[config.mk]
export PLATFORM = sky130hd
export DESIGN_NAME = axi_read_arbiter
export DESIGN_NICKNAME = d
export VERILOG_FILES = /design/src/rtl/axi_read_arbiter.sv
export SDC_FILE = /design/constraint.sdc
export NUM_CORES = 1
export LEC_CHECK = 0
export ABC_AREA = 1
export CAP_MARGIN = 20
export CORE_AREA = 2 2 243 245
export CTS_BUF_LIST = sky130_fd_sc_hd__clkbuf_4
export CTS_CLUSTER_SIZE = 40
export DETAILED_ROUTE_END_ITERATION = 10
export DIE_AREA = 0 0 245 247
export HOLD_SLACK_MARGIN = 0.08
export PLACE_DENSITY_LB_ADDON = 0.3
export REMOVE_ABC_BUFFERS = 1
export SLEW_MARGIN = 20
export SYNTH_ARGS = -nofsm -noshare
export SYNTH_HDL_FRONTEND = slang
export SYNTH_SLANG_ARGS = --single-unit
[constraint.sdc]
create_clock -name aclk -period 1.12 [get_ports aclk]
set_input_delay 0.112 -clock aclk [delete_from_list [all_inputs] [get_ports aclk]]
set_output_delay 0.112 -clock aclk [all_outputs]
set_load 0.005 [all_outputs]
[src/rtl/axi_read_arbiter.sv]
// -----------------------------------------------------------------------------
// axi_read_arbiter
//
// Shares the core's single AXI4 read channel between ICache and DCache line
// refills. Each refill is one AXI_DATA_WIDTH-bit line moved as a single-beat
// burst. Round-robin priority, one outstanding transaction at a time.
//
// Ports
//   aclk, aresetn                 clock, asynchronous active-low reset
//   {ic,dc}_req_valid/ready       refill request handshake (ready only in IDLE)
//   {ic,dc}_req_addr/size         line address and AXI arsize encoding
//   {ic,dc}_rsp_valid/ready       response handshake, combinational from R
//   {ic,dc}_rsp_data/error        rdata and (rresp != OKAY | rid mismatch)
//   ar*                           AXI AR channel (arlen = 0, arburst = INCR)
//   r*                            AXI R channel
//   protocol_err                  sticky: rid mismatch or beat without rlast
//   perf_*                        grant / wait-cycle counters
//
// Optional feature: define AXI_ARB_PERF_EN to build the performance counters.
// Without it the perf_* outputs are tied to 0 and no counter flops exist.
// -----------------------------------------------------------------------------
module axi_read_arbiter #(
  parameter int ADDR_WIDTH     = 32,
  parameter int AXI_DATA_WIDTH = 128,
  parameter int ID_WIDTH       = 4,
  parameter int ICACHE_ID      = 0,
  parameter int DCACHE_ID      = 1
) (
  input  logic                      aclk,
  input  logic                      aresetn,
  // ICache requester
  input  logic                      ic_req_valid,
  output logic                      ic_req_ready,
  input  logic [ADDR_WIDTH-1:0]     ic_req_addr,
  input  logic [2:0]                ic_req_size,
  output logic                      ic_rsp_valid,
  input  logic                      ic_rsp_ready,
  output logic [AXI_DATA_WIDTH-1:0] ic_rsp_data,
  output logic                      ic_rsp_error,
  // DCache requester
  input  logic                      dc_req_valid,
  output logic                      dc_req_ready,
  input  logic [ADDR_WIDTH-1:0]     dc_req_addr,
  input  logic [2:0]                dc_req_size,
  output logic                      dc_rsp_valid,
  input  logic                      dc_rsp_ready,
  output logic [AXI_DATA_WIDTH-1:0] dc_rsp_data,
  output logic                      dc_rsp_error,
  // AXI AR channel
  output logic [ADDR_WIDTH-1:0]     araddr,
  output logic [ID_WIDTH-1:0]       arid,
  output logic [7:0]                arlen,
  output logic [2:0]                arsize,
  output logic [1:0]                arburst,
  output logic                      arvalid,
  input  logic                      arready,
  // AXI R channel
  input  logic [ID_WIDTH-1:0]       rid,
  input  logic [AXI_DATA_WIDTH-1:0] rdata,
  input  logic [1:0]                rresp,
  input  logic                      rlast,
  input  logic                      rvalid,
  output logic                      rready,
  // Status
  output logic                      protocol_err,
  output logic [31:0]               perf_ic_grants,
  output logic [31:0]               perf_dc_grants,
  output logic [31:0]               perf_wait_cycles
);

  typedef enum logic [1:0] {IDLE, ADDR, DATA} state_t;

  state_t                  state_q, state_d;
  logic                    prio_q, prio_d;     // 1 = favour DCache on a tie
  logic                    owner_q, owner_d;   // 1 = DCache owns the channel
  logic [ADDR_WIDTH-1:0]   araddr_q, araddr_d;
  logic [ID_WIDTH-1:0]     arid_q, arid_d;
  logic [2:0]              arsize_q, arsize_d;
  logic                    protocol_err_q, protocol_err_d;

  logic                    in_data;
  logic                    r_hs;
  logic                    rid_bad;
  logic                    beat_err;

  // ---------------------------------------------------------------------------
  // Next-state / request-side outputs
  // ---------------------------------------------------------------------------
  always_comb begin
    state_d        = state_q;
    prio_d         = prio_q;
    owner_d        = owner_q;
    araddr_d       = araddr_q;
    arid_d         = arid_q;
    arsize_d       = arsize_q;
    protocol_err_d = protocol_err_q;
    ic_req_ready   = 1'b0;
    dc_req_ready   = 1'b0;

    case (state_q)
      IDLE: begin
        // A lone requester always wins; on a tie prio picks the side.
        ic_req_ready = ic_req_valid & (~dc_req_valid | ~prio_q);
        dc_req_ready = dc_req_valid & (~ic_req_valid |  prio_q);
        if (ic_req_ready) begin
          owner_d  = 1'b0;
          araddr_d = ic_req_addr;
          arsize_d = ic_req_size;
          arid_d   = ID_WIDTH'(ICACHE_ID);
          state_d  = ADDR;
        end else if (dc_req_ready) begin
          owner_d  = 1'b1;
          araddr_d = dc_req_addr;
          arsize_d = dc_req_size;
          arid_d   = ID_WIDTH'(DCACHE_ID);
          state_d  = ADDR;
        end
      end
      ADDR: begin
        if (arready) state_d = DATA;
      end
      DATA: begin
        if (r_hs) begin
          if (rid_bad) protocol_err_d = 1'b1;
          if (rlast) begin
            state_d = IDLE;
            prio_d  = ~owner_q;
          end else begin
            // Every refill is a single beat, so a beat without rlast is illegal;
            // stay in DATA and wait for the terminating beat.
            protocol_err_d = 1'b1;
          end
        end
      end
      default: state_d = IDLE;
    endcase
  end

  always_ff @(posedge aclk or negedge aresetn) begin
    if (!aresetn) begin
      state_q        <= IDLE;
      prio_q         <= 1'b0;
      owner_q        <= 1'b0;
      araddr_q       <= '0;
      arid_q         <= '0;
      arsize_q       <= '0;
      protocol_err_q <= 1'b0;
    end else begin
      state_q        <= state_d;
      prio_q         <= prio_d;
      owner_q        <= owner_d;
      araddr_q       <= araddr_d;
      arid_q         <= arid_d;
      arsize_q       <= arsize_d;
      protocol_err_q <= protocol_err_d;
    end
  end

  // ---------------------------------------------------------------------------
  // AXI and response-side outputs
  // ---------------------------------------------------------------------------
  assign arvalid      = (state_q == ADDR);
  assign araddr       = araddr_q;
  assign arid         = arid_q;
  assign arsize       = arsize_q;
  assign arlen        = 8'd0;
  assign arburst      = 2'b01;

  assign in_data      = (state_q == DATA);
  // R beats outside DATA are left on the bus untouched.
  assign rready       = in_data & (owner_q ? dc_rsp_ready : ic_rsp_ready);
  assign r_hs         = rvalid & rready;
  assign rid_bad      = (rid != arid_q);
  assign beat_err     = (rresp != 2'b00) | rid_bad;

  assign ic_rsp_valid = in_data & ~owner_q & rvalid;
  assign dc_rsp_valid = in_data &  owner_q & rvalid;
  assign ic_rsp_error = ic_rsp_valid & beat_err;
  assign dc_rsp_error = dc_rsp_valid & beat_err;
  assign ic_rsp_data  = rdata;
  assign dc_rsp_data  = rdata;

  assign protocol_err = protocol_err_q;

  // ---------------------------------------------------------------------------
  // Performance counters
  // ---------------------------------------------------------------------------
`ifdef AXI_ARB_PERF_EN
  logic [31:0] perf_ic_q, perf_ic_d;
  logic [31:0] perf_dc_q, perf_dc_d;
  logic [31:0] perf_wait_q, perf_wait_d;

  always_comb begin
    perf_ic_d   = perf_ic_q   + {31'd0, ic_req_ready};
    perf_dc_d   = perf_dc_q   + {31'd0, dc_req_ready};
    // One count per cycle in which at least one requester is stalled.
    perf_wait_d = perf_wait_q + {31'd0, (ic_req_valid & ~ic_req_ready) |
                                        (dc_req_valid & ~dc_req_ready)};
  end

  always_ff @(posedge aclk or negedge aresetn) begin
    if (!aresetn) begin
      perf_ic_q   <= '0;
      perf_dc_q   <= '0;
      perf_wait_q <= '0;
    end else begin
      perf_ic_q   <= perf_ic_d;
      perf_dc_q   <= perf_dc_d;
      perf_wait_q <= perf_wait_d;
    end
  end

  assign perf_ic_grants   = perf_ic_q;
  assign perf_dc_grants   = perf_dc_q;
  assign perf_wait_cycles = perf_wait_q;
`else
  assign perf_ic_grants   = 32'd0;
  assign perf_dc_grants   = 32'd0;
  assign perf_wait_cycles = 32'd0;
`endif

endmodule

=== Word level (Yosys, flattened, before mapping) ===
Cells that the tools add are included.

* Mux-type cells: 19
* Eq/ne operators: 8
* Reductions and logical operators: 7
* Bitwise operators: 17

{| class="wikitable"
|+ Operators with widths
! operator !! number
|-
| $mux W32 || 2
|-
| $and A1 B1 Y1 || 10
|-
| $mux W2 || 5
|-
| $mux W4 || 2
|-
| $mux W1 || 7
|-
| $mux W3 || 2
|-
| $ne A2 B1 Y1 const B || 3
|-
| $pmux W2 S3 || 1
|-
| $reduce_and A3 Y1 || 2
|-
| $ne A4 B4 Y1 || 1
|-
| $not A1 Y1 || 4
|-
| $reduce_and A4 Y1 || 1
|-
| $reduce_bool A2 Y1 || 2
|-
| $ne A3 B3 Y1 const B || 1
|-
| $or A1 B1 Y1 || 3
|-
| $eq A2 B1 Y1 const B || 1
|-
| $eq A2 B2 Y1 const B || 1
|-
| $logic_not A2 Y1 || 1
|-
| $ne A2 B2 Y1 const B || 1
|-
| $reduce_and A2 Y1 || 1
|}

* Output and inout bits: 410
* Logic and storage cells: 58
* Register bits after elaboration: 44

=== Depth between registers and ports, before layout ===
* Depth in word-level cells: 6
* Gate-level depth with buffers: 7

=== Worst setup path before layout ===
OpenSTA, ideal clock, no wires.

* Kind: flip-flop to flip-flop
* From: register state_q[1]
* To: register araddr_q[21], in the netlist araddr[21]
* Stages on the path, launching flop included: 7
* Data arrival time: 999 ps
* Path slack: 39 ps
* Setup time: 82 ps
* Path buffers: 1
* Data required time: 1038 ps
* Cell sequence: dfrtp_1 inv_1 nand2_2 nor2_4 buf_2 nor2_1 a31oi_1

* Cells in the longest elaborated chain, start to end: 2

{| class="wikitable"
|+ RTL lines
! item !! line !! RTL
|-
| from (decl) || 73 || <nowiki>state_t state_q, state_d;</nowiki>
|-
| from (signal assigned) || 149 || <nowiki>state_q <= state_d;</nowiki>
|-
| $logic_not A2 Y1 || 100 || <nowiki>case (state_q)</nowiki>
|-
| $reduce_and A2 Y1 (no line) || -- ||
|-
| to (signal assigned) || 152 || <nowiki>araddr_q <= araddr_d;</nowiki>
|-
| to (decl) || 76 || <nowiki>logic [ADDR_WIDTH-1:0] araddr_q, araddr_d;</nowiki>
|}

Every way passes these cells.
A chain may end at the register's enable or synchronous reset.

=== Final worst setup path ===
* From: register arid_q[0], in the netlist arid[0]
* To: output port ic_rsp_error

* Cells in the longest elaborated chain, start to end: 3

{| class="wikitable"
|+ RTL lines
! item !! line !! RTL
|-
| from (decl) || 77 || <nowiki>logic [ID_WIDTH-1:0] arid_q, arid_d;</nowiki>
|-
| from (signal assigned) || 153 || <nowiki>arid_q <= arid_d;</nowiki>
|-
| $ne A4 B4 Y1 || 173 || <nowiki>assign rid_bad = (rid != arid_q);</nowiki>
|-
| $or A1 B1 Y1 || 174 || <nowiki>assign beat_err = (rresp != 2'b00) | rid_bad;</nowiki>
|-
| $and A1 B1 Y1 || 178 || <nowiki>assign ic_rsp_error = ic_rsp_valid & beat_err;</nowiki>
|-
| to (decl) || 39 || <nowiki>output logic ic_rsp_error,</nowiki>
|}

Every way passes these cells.

==> flow_summary.yaml <==
outcome:
  status: "finished with violations"
  violations: "negative setup slack"
global_routing:
  antenna_found_initial: 4
  grt_pass1_wl_um: 66500
  overflow: 0
  grt_max_degree: 23
  first_global_vias: 3228
  gr-usage-all-layers_pct: 19.0
critical_path:
  worst_setup_path_end_kind: "output pin"
  cpPeakStageDelay_ns: 0.50
  crit_required_ns: 1.01
  cp_num_buf_inv: 5
  crit_end: "ic_rsp_error"
  cp_top_family: "buffers and inverters"
  worstPathMaxFanout: 3
  rrSetupSlack_ns: -0.53
  cp.arrival_ns: 1.61
  r2r-start: "state_q[0]"
  reg2reg_depth: 11
  timing.rr.end: "araddr[21]"
  path_cells: "buf_6 -> buf_6 -> nor3_4 -> buf_4 -> nand2_2 -> inv_2 -> buf_6"
  cp-startpoint: "arid[0]"
  cpMaxStageDelayCell: "dfrtp_2"
  timing_worst_setup_path_type: "reg2out"
  path_depth: 7
  critPathLaunchType: "flop"
  cpMostUsedCell: "buf_6"
cts:
  clockBufferDepth: 2
  cts.sinks: 40
  clkTransAtPathRegs_ns: 0.18
  clk_latency_ns: 0.48
  htree_levels: 2
  cts_tree: "built"
  root_buffer: "clkbuf_4"
  cts_made_buffers: 5
pwr:
  internal_power_mw: 6.93
  p_comb_share_pct: 66.7
  power_density_mw_per_mm2: 2010
  p_seq_share_pct: 22.7
  p_sw_share_pct: 40.5
  p_sw_mw: 4.72
  clkPwrFrac_pct: 10.6
  ir_drop_v: 0.000742
  power.total_mw: 11.7
  leakage_nw: 2.33
route:
  finalWirelength_um: 59400
  drc_errors: 0
  drt-initial-drc-count: 319
  ant_nets: 0
  vias: 3886
  firstDrtPassIters: 7
  viasPerCell: 2.92
  routedWlPerCell_um: 44.6
place:
  dpl.hpwl_um: 51400
  place_area_mm2: 0.00481
  dp.cells: 1268
  place.gp.congestion: 0.867
  port-buffer-count: 129
synth:
  ys.flop_type: "dfrtp_1"
  synth.most_common_cell: "buf_4"
  seq_area_frac_synth_pct: 21.1
  syn_area_per_cell_um2: 7.73
  yosys_warnings: 0
  ys_top_cells_by_area: "buf_4 59%, dfrtp_1 21%, a31oi_1 4.6%"
  synth_commonest_cells: "373 x buf_4, 50 x nand2_1, 40 x dfrtp_1, 40 x nor2_1, 38 x nand3_1"
  synthArstFlopShare_pct: 100
  synth_top_area_cell: "buf_4"
  synthCells: 613
  synth-seq-cells: 40
  netlist-cell-type-count: 19
  synth_top_area_share_pct: 59.1
  synth_edf_count: 0
  syn_area_mm2: 0.00474
die:
  die_width_um: 245
  die_area_mm2: 0.0605
  fp.coreArea_mm2: 0.0582
  num_io_pins: 623
  fp-row-count: 89
  start_util_pct: 8.14
  die_h_um: 247
timing:
  rsz0062_at_grt: "yes"
  setup_tns_ns: -22.79
  fmax_ghz: 0.579
  finalSetupViolCount: 82
  drv_slew: 0
  finClkSkew_ns: 0.0356
  period_needed_ns: 1.73
  worst_slack_ns: -0.607
  period_share_pct: 154
  hold_viol: 0
job:
  drv_cap: 0
min_path:
  min_path_type: "in2reg"
layout:
  area_delta_synth_final_pct: 22.4
  final_area_mm2: 0.00580
  fill_cells: 6800
  final_cells: 1331
  drive_gt1_share_pct: 34.8
  nets: 767
## logic make-up (layout without fill, tap and decap cells)
| family | count (synthesis) | in the layout | share of synthesized area (%) |
|---|---|---|---|
| buf+inv | 395 | 230 | 61.1 |
| simple gates | 137 | 137 | 12.5 |
| flops | 40 | 40 | 21.1 |
| compound gates | 38 | 38 | 4.96 |
| other cells | 2 | 112 | 0.158 |
| xor+xnor | 1 | 1 | 0.185 |
## power groups by stage
| stage | logic [mW] | registers (mW) | clock network, mW |
|---|---|---|---|
| after floorplan | 1.54 | 2.61 | 0 |
| after global placement | 4.66 | 2.62 | 0 |
| after detailed placement | 4.65 | 2.64 | 0 |
| after CTS | 6.86 | 2.69 | 1.39 |
| after global routing | 8.42 | 2.73 | 1.41 |
| final | 7.77 | 2.65 | 1.24 |
## worst reg2reg max path, delay by kind of cell, from the launching register on
kind / cells / cell delay (ns)
buf+inv: 8 / 0.93
flops: 1 / 0.40
compound gates: 1 / 0.08
simple gates: 2 / 0.18
## layer usage
| layer | global-route usage [%] | wire length, µm | up-vias |
|---|---|---|---|
| met2 | 28.9 | 25600 | 699 |
| met3 | 24.3 | 15600 | 98 |
| met1 | 12.2 | 13700 | 1719 |
| met5 | 11.4 | 1100 | - |
| li1 | - | - | 1348 |
| met4 | 8.98 | 3380 | 22 |
## what timing repair did
item                       CTS  global route
setup endpoints to repair   84            89
hold endpoints to repair    41             9
gates cloned                 8             2
buffers inserted            27            22
resized for setup          262            43
pin swaps                   13             7
hold buffers                 3             1
## registers in the layout (all words and copies together) (netlist names)
signal,cells
prio_q,1
araddr,32
state_q,2
arid,1
protocol_err,1
arsize,3
## worst min path at each step
stage               startpoint         end  slack (ns)  cells after the start
6_report       dc_req_addr[20]  araddr[20]        0.17                      3
5_1_grt         dc_req_addr[3]   araddr[3]        0.10                      3
2_1_floorplan          aresetn   araddr[0]       -0.18                      0
4_1_cts         dc_req_addr[3]   araddr[3]        0.08                      3
3_3_place_gp           aresetn  araddr[30]        0.06                      1
3_5_place_dp           aresetn  araddr[30]        0.05                      1
## cells in the final DEF, fill, tap and decap left out, drive strengths merged, types with 8 or more instances in the layout
master	n
a31oi	35
nor2	41
dfrtp	40
clkdlybuf4s50	82
nand2	53
buf	123
nand3	38
clkbuf	8
conb	109
inv	12
## layout make-up
class / instances / area, µm² / area share [%]
Timing Repair Buffer: 210 / 2090 / 36.0
Multi-Input combinational cell: 285 / 1600 / 27.7
Sequential cell: 40 / 1000 / 17.3
Tap cell: 773 / 967 / 16.7
Clock buffer: 6 / 45.0 / 0.777
Inverter: 12 / 45.0 / 0.777
Clock inverter: 2 / 35.0 / 0.604
Antenna cell: 3 / 7.51 / 0.129
## through the flow
stage	util [%]	worst slack, ns	hold WS [ns]
finish	9.96	-0.607	0.168
floorplan	-	-0.482	-0.184
global route	9.95	-0.753	0.104
detailed placement	8.26	-0.731	0.0493
global placement	8.26	-0.742	0.0554
CTS	9.41	-0.724	0.0805
No activity file was read; power rests on OpenSTA's default activity.
